### config.mk
export PLATFORM = sky130hd
export DESIGN_NAME = posit_lane_scheduler
export DESIGN_NICKNAME = d
export VERILOG_FILES = /design/src/rtl/posit_lane_scheduler.sv
export SDC_FILE = /design/constraint.sdc
export NUM_CORES = 1
export LEC_CHECK = 0
export CAP_MARGIN = 0
export CELL_PAD_IN_SITES_DETAIL_PLACEMENT = 1
export CELL_PAD_IN_SITES_GLOBAL_PLACEMENT = 2
export CORE_MARGIN = 2
export CORE_UTILIZATION = 27
export DETAILED_ROUTE_END_ITERATION = 7
export PLACE_DENSITY = 0.91
export SYNTH_ARGS = -nofsm -noshare
export SYNTH_HDL_FRONTEND = slang
export SYNTH_SLANG_ARGS = --single-unit
export TNS_END_PERCENT = 100
### constraint.sdc
create_clock -name clk -period 7.1 [get_ports clk]
set_input_delay 0.71 -clock clk [delete_from_list [all_inputs] [get_ports clk]]
set_output_delay 0.71 -clock clk [all_outputs]
set_load 0.05 [all_outputs]
### src/rtl/posit_lane_scheduler.sv
// Round-robin lane packer for a shared multi-precision posit datapath (1x full, 2x half, 4x quart).
// Tracks lane ownership through the fixed-latency pipe and routes each result lane back to its requester.
module posit_lane_scheduler #(
  parameter int unsigned N_REQ      = 4,
  parameter int unsigned FULL_L     = 32,
  parameter int unsigned DP_LATENCY = 3,
  parameter int unsigned PACK_WAIT  = 2
) (
  input  logic                      clk,
  input  logic                      rst_n,
  input  logic [N_REQ-1:0]          req_valid,
  input  logic [2*N_REQ-1:0]        req_prec,
  input  logic [FULL_L*N_REQ-1:0]   req_a,
  input  logic [FULL_L*N_REQ-1:0]   req_b,
  output logic [N_REQ-1:0]          req_ready,
  output logic                      dp_valid,
  output logic [1:0]                dp_mode,
  output logic [FULL_L-1:0]         dp_a,
  output logic [FULL_L-1:0]         dp_b,
  input  logic                      dp_res_valid,
  input  logic [FULL_L-1:0]         dp_res,
  output logic [N_REQ-1:0]          rsp_valid,
  output logic [FULL_L*N_REQ-1:0]   rsp_data,
  output logic                      err_sync
);

  localparam int unsigned HALF_L  = FULL_L / 2;
  localparam int unsigned QUART_L = FULL_L / 4;
  localparam int unsigned ID_W    = (N_REQ > 1) ? $clog2(N_REQ) : 1;
  localparam int unsigned WC_W    = (PACK_WAIT > 0) ? $clog2(PACK_WAIT + 1) : 1;

  typedef enum logic [1:0] {
    MODE_FULL  = 2'd0,
    MODE_HALF  = 2'd1,
    MODE_QUART = 2'd2
  } mode_e;

  typedef struct packed {
    logic                 valid;
    logic [1:0]           mode;
    logic [3:0]           own_v;
    logic [3:0][ID_W-1:0] own_id;
  } tag_t;

  function automatic mode_e norm_prec(input logic [1:0] p);
    case (p)
      2'd1:    return MODE_HALF;
      2'd2:    return MODE_QUART;
      default: return MODE_FULL;
    endcase
  endfunction

  function automatic logic [2:0] lane_cnt(input mode_e m);
    case (m)
      MODE_HALF:  return 3'd2;
      MODE_QUART: return 3'd4;
      default:    return 3'd1;
    endcase
  endfunction

  logic [ID_W-1:0]      rr_ptr;
  logic [WC_W-1:0]      wait_cnt;
  logic [3:0]           iss_own_v;
  logic [3:0][ID_W-1:0] iss_own_id;
  tag_t                 pipe [DP_LATENCY];
  tag_t                 head;

  logic [3:0]           lane_v;
  logic [3:0][ID_W-1:0] lane_id;
  mode_e                sel_mode;
  logic [ID_W-1:0]      win;
  logic                 win_found;
  logic [2:0]           cand_cnt;
  logic [N_REQ-1:0]     grant_mask;
  logic [FULL_L-1:0]    pack_a;
  logic [FULL_L-1:0]    pack_b;
  logic                 any_valid;
  logic                 issue;
  logic [FULL_L-1:0]    res_lane [4];

  // One scan from rr_ptr: the first valid requester fixes the mode, later matches fill lanes in RR order.
  always_comb begin : select
    int unsigned idx;
    mode_e       p;
    idx        = 0;
    p          = MODE_FULL;
    win        = '0;
    win_found  = 1'b0;
    sel_mode   = MODE_FULL;
    cand_cnt   = '0;
    lane_v     = '0;
    lane_id    = '0;
    grant_mask = '0;
    for (int unsigned i = 0; i < N_REQ; i++) begin
      idx = (32'(rr_ptr) + i) % N_REQ;
      if (req_valid[idx]) begin
        p = norm_prec(req_prec[2*idx +: 2]);
        if (!win_found) begin
          win_found = 1'b1;
          win       = ID_W'(idx);
          sel_mode  = p;
        end
        if (p == sel_mode && cand_cnt < lane_cnt(sel_mode)) begin
          lane_v[cand_cnt[1:0]]  = 1'b1;
          lane_id[cand_cnt[1:0]] = ID_W'(idx);
          grant_mask[idx]        = 1'b1;
          cand_cnt               = cand_cnt + 3'd1;
        end
      end
    end
    any_valid = |req_valid;
    issue     = rst_n && any_valid &&
                (sel_mode == MODE_FULL || cand_cnt == lane_cnt(sel_mode) ||
                 wait_cnt == WC_W'(PACK_WAIT));
    req_ready = issue ? grant_mask : '0;
  end

  always_comb begin : pack
    pack_a = '0;
    pack_b = '0;
    case (sel_mode)
      MODE_HALF: begin
        for (int unsigned k = 0; k < 2; k++) begin
          if (lane_v[k]) begin
            pack_a[HALF_L*k +: HALF_L] = req_a[FULL_L*32'(lane_id[k]) +: HALF_L];
            pack_b[HALF_L*k +: HALF_L] = req_b[FULL_L*32'(lane_id[k]) +: HALF_L];
          end
        end
      end
      MODE_QUART: begin
        for (int unsigned k = 0; k < 4; k++) begin
          if (lane_v[k]) begin
            pack_a[QUART_L*k +: QUART_L] = req_a[FULL_L*32'(lane_id[k]) +: QUART_L];
            pack_b[QUART_L*k +: QUART_L] = req_b[FULL_L*32'(lane_id[k]) +: QUART_L];
          end
        end
      end
      default: begin
        if (lane_v[0]) begin
          pack_a = req_a[FULL_L*32'(lane_id[0]) +: FULL_L];
          pack_b = req_b[FULL_L*32'(lane_id[0]) +: FULL_L];
        end
      end
    endcase
  end

  always_ff @(posedge clk or negedge rst_n) begin
    if (!rst_n) begin
      rr_ptr     <= '0;
      wait_cnt   <= '0;
      dp_valid   <= 1'b0;
      dp_mode    <= '0;
      dp_a       <= '0;
      dp_b       <= '0;
      iss_own_v  <= '0;
      iss_own_id <= '0;
    end else begin
      dp_valid   <= issue;
      dp_mode    <= issue ? sel_mode : MODE_FULL;
      dp_a       <= issue ? pack_a : '0;
      dp_b       <= issue ? pack_b : '0;
      iss_own_v  <= issue ? lane_v : '0;
      iss_own_id <= issue ? lane_id : '0;
      if (issue) begin
        wait_cnt <= '0;
        rr_ptr   <= (32'(win) == N_REQ - 1) ? '0 : win + ID_W'(1);
      end else if (any_valid) begin
        wait_cnt <= wait_cnt + WC_W'(1);
      end else begin
        wait_cnt <= '0;
      end
    end
  end

  // Stage 0 captures the issue visible on the dp_* outputs, so the head lines up with dp_res_valid.
  always_ff @(posedge clk or negedge rst_n) begin
    if (!rst_n) begin
      for (int unsigned i = 0; i < DP_LATENCY; i++) pipe[i] <= '0;
    end else begin
      pipe[0] <= '{valid: dp_valid, mode: dp_mode, own_v: iss_own_v, own_id: iss_own_id};
      for (int unsigned i = 1; i < DP_LATENCY; i++) pipe[i] <= pipe[i-1];
    end
  end

  assign head = pipe[DP_LATENCY-1];

  always_comb begin : unpack
    for (int unsigned k = 0; k < 4; k++) res_lane[k] = '0;
    case (head.mode)
      MODE_HALF: begin
        for (int unsigned k = 0; k < 2; k++) res_lane[k][HALF_L-1:0] = dp_res[HALF_L*k +: HALF_L];
      end
      MODE_QUART: begin
        for (int unsigned k = 0; k < 4; k++) res_lane[k][QUART_L-1:0] = dp_res[QUART_L*k +: QUART_L];
      end
      default: res_lane[0] = dp_res;
    endcase
  end

  always_ff @(posedge clk or negedge rst_n) begin
    if (!rst_n) begin
      rsp_valid <= '0;
      rsp_data  <= '0;
      err_sync  <= 1'b0;
    end else begin
      rsp_valid <= '0;
      if (head.valid && dp_res_valid) begin
        for (int unsigned k = 0; k < 4; k++) begin
          if (head.own_v[k]) begin
            rsp_valid[head.own_id[k]]                     <= 1'b1;
            rsp_data[FULL_L*32'(head.own_id[k]) +: FULL_L] <= res_lane[k];
          end
        end
      end
      if (head.valid ^ dp_res_valid) err_sync <= 1'b1;
    end
  end

endmodule

==> results by group, run 1 <==
Run status
  – Run status: completed

Die
  – Row count: 97
  – Die Wd: 270.7 um
  – Core box area: 70270 um2
  – I/O pins: slightly above 500
  – Initial Util: 27.33%
  – Die area: between 70000 and 80000 um2
  – Die height: 270.7 um

Synth
  – Avg Inst Size Synth: slightly below 9 um2
  – Syn nets: between 2000 and 3000
  – Simple-Gate Fraction of Synth Area: between 10% and 20%
  – YS warnings: 0
  – Proportion of synthesized area in mux cells: 10.25%
  – Synth Area in Compound Gates: 33.30%
  – Synth Cell Area: just under 20000 um2
  – FFs w/ async S/R, synth: 100.0%
  – Synth Area in Adders: 3.192%
  – Post-synth top flop: dfrtp_1
  – EDFF count, synth: 0
  – Register area share after synthesis: 34.01%
  – Largest family of logic cells by synthesized area: compound AO/OA/AOI/OAI gates
  – Count of different cell masters after synthesis: 93
  – Synthesized netlist cell count: roughly 2200
  – Post-Synth XOR/XNOR Area: 0.3648%
  – Synthesized flop and latch total: 261

Global route
  – Total track usage: between 20% and 30%
  – Initial antenna violation count: 6
  – Congestion Overflow GR: 0
  – Largest net degree at the start of global routing: about 100
  – First-pass GRT wire length: 150.9 mm
  – Vias in the first global route: 22120

Clocking
  – Root Buffer: clkbuf_16
  – Clock Sinks: 261
  – Clock slew at reported path FFs: 0.07 ns
  – TritonCTS Buffers: 34
  – CTS tree: built
  – H-tree levels: 2
  – Skew-Pair Late Insertion Delay: 0.57 ns
  – Clock buffer depth: 3

Critical path
  – Slack of the worst reg-to-reg path: between 0.3 and 0.4 ns
  – CP Capture Type: output pin
  – Worst Path Arrival: just over 6 ns
  – Crit Path Class: flop to output pin
  – Crit-path max FO: 14
  – CP Data Required Time: 6.39 ns
  – CP Launch Type: flop

Placement
  – Final HPWL DP: between 70 and 80 mm
  – RePlAce Congestion: approximately 1
  – Cells after DPL: 3483
  – Dpl ws: -0.07542 ns
  – Port-buffer cells: 506
  – Placed cell area: 25290 um2

Flow run
  – Max Cap Violations: 0

Cells and area
  – Design Area, Final: 26510 um2
  – Fill cells: 7989
  – Share of layout cells above drive strength 1: approximately an eighth
  – Fin cells: around 3600
  – Register area: 6535 um2
  – NumNets Final: between 2000 and 3000
  – Synth-to-Final Area Change: 38.05%
  – Multi-input combinational cell area: 11740 um2

Routing
  – DR WL/cell: 29.23 um
  – Post-route DRC violation count: 0
  – DR iter-0 viols: 2151
  – Drt total wl: 103.8 mm
  – Routed vias: roughly 21000
  – Antenna-violating nets left: 0
  – Vias/cell: around 6.0
  – Initial DRT Pass Iterations: 7

Timing
  – Worst-margin pin slew: 1.324 ns
  – Slew margin rel.: 10.91%
  – Fmax: approximately 0.15 GHz
  – Fin worst setup slack: 0.3225 ns
  – Clock Skew: 0.03543 ns
  – Hold violation count in the final report: 0
  – RSZ-0062 raised after global routing: false
  – Ratio of final minimum period to clock period: 95.46%
  – Final setup viols: 0
  – WHS: between 0.1 and 0.15 ns
  – Final Max Tran Viols: 0
  – Min Clock Period, post-route: between 6 and 7 ns

Hold path
  – Hold Path Class: input port to asynchronous set/reset pin
## layout by cell type, fill, tap and decap left out, types with 48 or more instances in the layout
| cell type | count |
|---|---|
| a21oi_1 | 143 |
| a22oi_1 | 88 |
| nor2_1 | 210 |
| clkdlybuf4s50_1 | 501 |
| buf_4 | 67 |
| a22o_1 | 57 |
| nand2_1 | 134 |
| inv_1 | 50 |
| o21ai_0 | 151 |
| mux2i_1 | 75 |
| ha_1 | 48 |
| o22ai_1 | 114 |
| nand3_1 | 54 |
| dfrtp_1 | 260 |
## state kept, by name, indices dropped and copies added, names as in the netlist
register    cells
rsp_valid       4
wait_cnt        2
head           15
rr_ptr          2
dp_mode         2
pipe           30
err_sync        1
iss_own_v       4
dp_valid        1
dp_a           32
rsp_data      128
dp_b           32
iss_own_id      8
## kinds of logic (layout without fill, tap and decap cells)
| kind of cell | count (synthesis) | count (layout) |
|---|---|---|
| AO/OA/AOI/OAI | 897 | 897 |
| adder cells (fa/ha/maj) | 49 | 49 |
| flip-flops | 261 | 261 |
| buffers and inverters | 242 | 693 |
| multiplexers | 155 | 155 |
| XOR/XNOR | 8 | 8 |
| other | 0 | 5 |
| AND/OR/NAND/NOR | 543 | 543 |
## worst paths after layout
path                                      to      start  depth (start not counted)
worst min-delay path             rsp_data[9]      rst_n                          1
worst max-delay path            req_ready[1]  rr_ptr[0]                         23
max in group asynchronous          rr_ptr[0]      rst_n                          3
worst max register to register      dp_a[31]  rr_ptr[0]                         25
worst min register to register      pipe[17]   pipe[32]                          0
min in group clk                    pipe[17]   pipe[32]                          0
## worst max-delay path, stage by stage (launching register included)
cell	delay, ns
dfrtp_4	0.42
clkinv_2	0.07
ha_4	0.41
mux4_2	0.60
or3b_2	0.51
nand2_1	0.11
nand2_1	0.05
a21boi_0	0.15
inv_1	0.09
ha_1	0.15
inv_1	0.04
ha_1	0.21
or4b_4	0.56
a21oi_4	0.19
nand2_2	0.18
nor2_2	0.18
xnor2_1	0.18
ha_1	0.29
xnor2_1	0.13
nor3_1	0.21
a311oi_2	0.16
a21o_4	0.31
a21oi_4	0.16
buf_12	0.15
## area by class of cell
| class | instances | share of cell area [%] |
|---|---|---|
| Inverter | 55 | 0.7834 |
| Clock buffer | 42 | 3.436 |
| Timing Repair Buffer | 576 | 21.36 |
| Clock inverter | 20 | 1.019 |
| Tap cell | 940 | 4.436 |
| Sequential cell | 261 | 24.65 |
| Antenna cell | 5 | 0.04719 |
| Multi-Input combinational cell | 1652 | 44.26 |
## per-stage QoR
stage	TNS, ns	utilization, %
final	0	37.73
after global routing	0	37.72
after CTS	0	37.68
after detailed placement	-0.07542	36.00
after global placement	0	36.00
after floorplan	0	-
## synth_stat cells, drive strengths merged (3+ instances only)
| master | number | area (um2) |
|---|---|---|
| dfrtp | 261 | 6531 |
| nor2 | 216 | 857.1 |
| o21ai | 175 | 883.4 |
| a21oi | 153 | 792.0 |
| nand2 | 139 | 539.3 |
| clkbuf | 125 | 469.2 |
| o22ai | 114 | 713.2 |
| a22oi | 89 | 673.1 |
| mux2i | 76 | 760.7 |
| a221oi | 69 | 742.0 |
| buf | 62 | 397.9 |
| a22o | 57 | 499.2 |
| nand3 | 54 | 270.3 |
| inv | 51 | 191.4 |
| mux2 | 51 | 578.1 |
| ha | 49 | 613.1 |
| a211oi | 46 | 430.4 |
| a31oi | 39 | 259.0 |
| o21a | 37 | 277.8 |
| nor3 | 35 | 191.4 |
| o22a | 29 | 254.0 |
| mux4 | 28 | 630.6 |
| nor2b | 21 | 131.4 |
| o221a | 20 | 225.2 |
| o221ai | 18 | 163.9 |
| o2bb2ai | 12 | 105.1 |
| and2 | 11 | 68.82 |
| or2 | 11 | 68.82 |
| nand2b | 9 | 56.30 |
| nor4 | 8 | 50.05 |
| a32oi | 7 | 68.82 |
| nand3b | 7 | 52.55 |
| xnor2 | 6 | 52.55 |
| and3 | 5 | 31.28 |
| nor4b | 5 | 43.79 |
| a21boi | 4 | 41.29 |
| a21o | 4 | 31.28 |
| a222oi | 4 | 40.04 |
| clkinv | 4 | 15.01 |
| or3 | 4 | 25.02 |
| a31o | 3 | 26.28 |
| and3b | 3 | 26.28 |
| nand4 | 3 | 25.02 |
| nor3b | 3 | 22.52 |
## routing by layer
layer | up-vias | share of wire [%] | track usage, %
li1 | 9104 | - | -
met5 | - | 0.013 | 0
met3 | 260 | 8.2 | 6.186
met1 | 10810 | 40 | 33.94
met4 | 2 | 4.9 | 12.34
met2 | 1191 | 47 | 44.80
## repair_timing
action                                  CTS  global route
endpoints found under the hold margin     0             0
resized for setup                         0             4
buffers inserted                          0             1
endpoints found under the setup margin    0             4
hold buffers                              0             0
Power of run 1 is not shown: default switching activity piles up to over one toggle a cycle in this logic, so the estimate is an artifact.
==> inputs of run 2 (changes only) <==
--- a/config.mk
+++ b/config.mk
@@ -12,6 +12,7 @@
 export CORE_UTILIZATION = 27
 export DETAILED_ROUTE_END_ITERATION = 7
 export PLACE_DENSITY = 0.91
+export SLEW_MARGIN = 5
 export SYNTH_ARGS = -nofsm -noshare
 export SYNTH_HDL_FRONTEND = slang
 export SYNTH_SLANG_ARGS = --single-unit
==> results of run 2 <==
Final layout, timing and power as in run 1 (identical DEF).
Power of run 2 is left out for the same reason.
==> inputs of run 3 (changes only) <==
--- a/config.mk
+++ b/config.mk
@@ -12,6 +12,7 @@
 export CORE_UTILIZATION = 27
 export DETAILED_ROUTE_END_ITERATION = 7
 export PLACE_DENSITY = 0.91
+export SETUP_SLACK_MARGIN = 0.2
 export SLEW_MARGIN = 5
 export SYNTH_ARGS = -nofsm -noshare
 export SYNTH_HDL_FRONTEND = slang
==> constraint.sdc (replaced) <==
create_clock -name clk -period 7.1 [get_ports clk]
set_input_delay 1.42 -clock clk [delete_from_list [all_inputs] [get_ports clk]]
set_output_delay 1.42 -clock clk [all_outputs]
set_load 0.05 [all_outputs]
==> run 3 against run 2 <==
Register-to-register slack better by 0.64 ns. Die area unchanged. Clock skew down 0.0079 ns. Maximum frequency down 4.3%. Sequential share of layout area down 0.91 points. Wire length up 0.71%.
==> results by group, run 3 (same netlist as run 1, synthesis figures left out) <==
Run status
  – Run status: completed

Routing
  – Routed vias: 21910 (+2.6%)
  – Antenna-violating nets left: 0 (unchanged)
  – DR iter-0 viols: 1893 (-12%)
  – Post-route DRC violation count: 0 (unchanged)
  – Drt total wl: 104.5 mm (+0.71%)
  – Vias/cell: 6.008 (-0.14%)
  – DR WL/cell: 28.66 um (-1.9%)
  – Initial DRT Pass Iterations: 6 (-1)

Timing
  – Fin Setup TNS: 0 ns (unchanged)
  – Clock Skew: 0.02755 ns (-0.007878 ns)
  – Final Max Tran Viols: 0 (unchanged)
  – Slew margin rel.: 11.24% (+0.34 points)
  – Worst-margin pin slew: 1.324 ns (-0.00003065 ns)
  – Hold violation count in the final report: 0 (unchanged)
  – Ratio of final minimum period to clock period: 99.78% (+4.3 points)
  – RSZ-0062 raised after global routing: true
  – Min Clock Period, post-route: 7.084 ns (+0.3066 ns)
  – Fmax: 0.1412 GHz (-4.3%)
  – Final setup viols: 0 (unchanged)

Critical path
  – Slack of the worst reg-to-reg path: 1.01 ns (+0.64 ns)
  – Slowest cell on the critical path: mux4_2
  – CP Data Required Time: 5.68 ns (-0.71 ns)
  – Crit-path max FO: 5 (-9)
  – Worst Path Arrival: 5.66 ns (-0.41 ns)
  – Crit Path Class: input port to output pin
  – CP Capture Type: output pin
  – CP peak stage delay: 0.50 ns (-0.10 ns)
  – CP Cell Sequence: buf_6 -> buf_6 -> mux4_2 -> nand3b_1 -> nand2_4 -> nand2_2 -> a21boi_2 -> inv_1 -> ha_2 -> inv_2 -> ha_4 -> or4b_4 -> a21oi_4 -> and2_4 -> nand3_4 -> nand2_4 -> inv_4 -> ha_4 -> xnor2_2 -> nor3_2 -> a311oi_2 -> a21o_4 -> a21oi_4 -> buf_12
  – CP Launch Type: input port

Die
  – I/O pins: 507 (unchanged)
  – Die Wd: 270.7 um (unchanged)
  – Initial Util: 27.33% (unchanged)
  – Die height: 270.7 um (unchanged)
  – Core box area: 70270 um2 (unchanged)
  – Row count: 97 (unchanged)
  – Die area: 73280 um2 (unchanged)

Clocking
  – CTS tree: built
  – Hold buffer count at CTS: 0 (unchanged)
  – Clock Sinks: 261 (unchanged)
  – Clock buffer depth: 3 (unchanged)
  – Root Buffer: clkbuf_16
  – Skew-Pair Late Insertion Delay: 0.56 ns (about the same)
  – Clock slew at reported path FFs: 0.06 ns (about the same)
  – H-tree levels: 2 (unchanged)
  – TritonCTS Buffers: 34 (unchanged)

Hold path
  – Hold Path Class: flop to flop

Placement
  – RePlAce Congestion: 0.9687 (-1.7%)
  – Cells after DPL: 3564 (+2.3%)
  – Final HPWL DP: 77.46 mm (about the same)
  – Port-buffer cells: 506 (unchanged)

Cells and area
  – Max reg flops: 128 (unchanged)
  – Synth-to-Final Area Change: 43.32%
  – Fin cells: 3647 (+2.7%)
  – Commonest non-fill, non-tap cells in the layout: 489 x clkdlybuf4s50_1, 260 x dfrtp_1, 208 x nor2_1, 153 x buf_4, 150 x o21ai_0
  – Top flop regs: rsp_data: 128 flops, dp_a: 32 flops, dp_b: 32 flops
  – NumNets Final: 3033 (+3.4%)
  – Most common cell after layout, fill and taps aside: clkdlybuf4s50_1
  – Biggest register: rsp_data
  – Share of layout cells above drive strength 1: 16.08% (+4.1 points)

Global route
  – Initial antenna violation count: 6 (unchanged)
  – Congestion Overflow GR: 0 (unchanged)
  – Largest net degree at the start of global routing: 141 (+40%)
  – Vias in the first global route: 22470 (+1.6%)
  – Total track usage: 27.34% (+0.097 points)
  – First-pass GRT wire length: 152.3 mm (+0.92%)

Flow run
  – Max Cap Violations: 0 (unchanged)
run 3: critical path: cells and delay by family:
kind | cells | cell delay (ns)
and+or+nand+nor | 8 | 1.54
buffers and inverters | 6 | 0.50
adders and majority gates | 3 | 0.55
xor gates and xnor gates | 1 | 0.13
muxes | 1 | 0.50
AOI/OAI and AO/OA | 5 | 1.03
run 3: repair_timing:
action,4_1_cts,5_1_grt
buffers inserted,13,7
resized for setup,52,11
setup endpoints to repair,4,4
gates cloned,0,1
pin swaps,15,11
run 3: routing by layer:
metal	track usage (%)	up-vias	share of wire (%)
met5	0	-	0.033
met4	11.56	6	4.7
met3	5.671	249	8.1
met2	45.84	1259	47
met1	33.99	11070	40
li1	-	9325	-
run 3: per-stage QoR:
step	hold WS [ns]	cell area (um2)	setup WS [ns]	util (%)
after floorplan	0.3312	19380	-0.07520	-
after global placement	0.3313	26100	-0.2949	37.14
after detailed placement	0.3356	26100	-0.4293	37.14
after CTS	0.3278	27380	0.07680	38.97
after global routing	0.3399	27520	-0.1198	39.17
final	0.3271	27520	0.01586	39.17
run 3: layout make-up:
cell class                      instances  area [um2]
Sequential cell                       261        6535
Timing Repair Buffer                  677        6585
Tap cell                              940        1176
Inverter                               55       214.0
Fill cell                            7943       42750
Multi-Input combinational cell       1652       11850
Antenna cell                            2       5.005
Clock inverter                         15       211.5
Clock buffer                           45       943.4
run 3: path summary, 6_finish.rpt:
kind                                end  cells after the start        start
setup / recovery           req_ready[3]                     24  req_prec[5]
hold / removal                  head[2]                      0     pipe[17]
setup reg to reg               dp_b[27]                     25    rr_ptr[0]
hold reg to reg                 head[2]                      0     pipe[17]
max in group asynchronous      dp_b[13]                      3        rst_n
min in group asynchronous   rsp_data[9]                      1        rst_n
Power of run 3 is left out for the same reason.
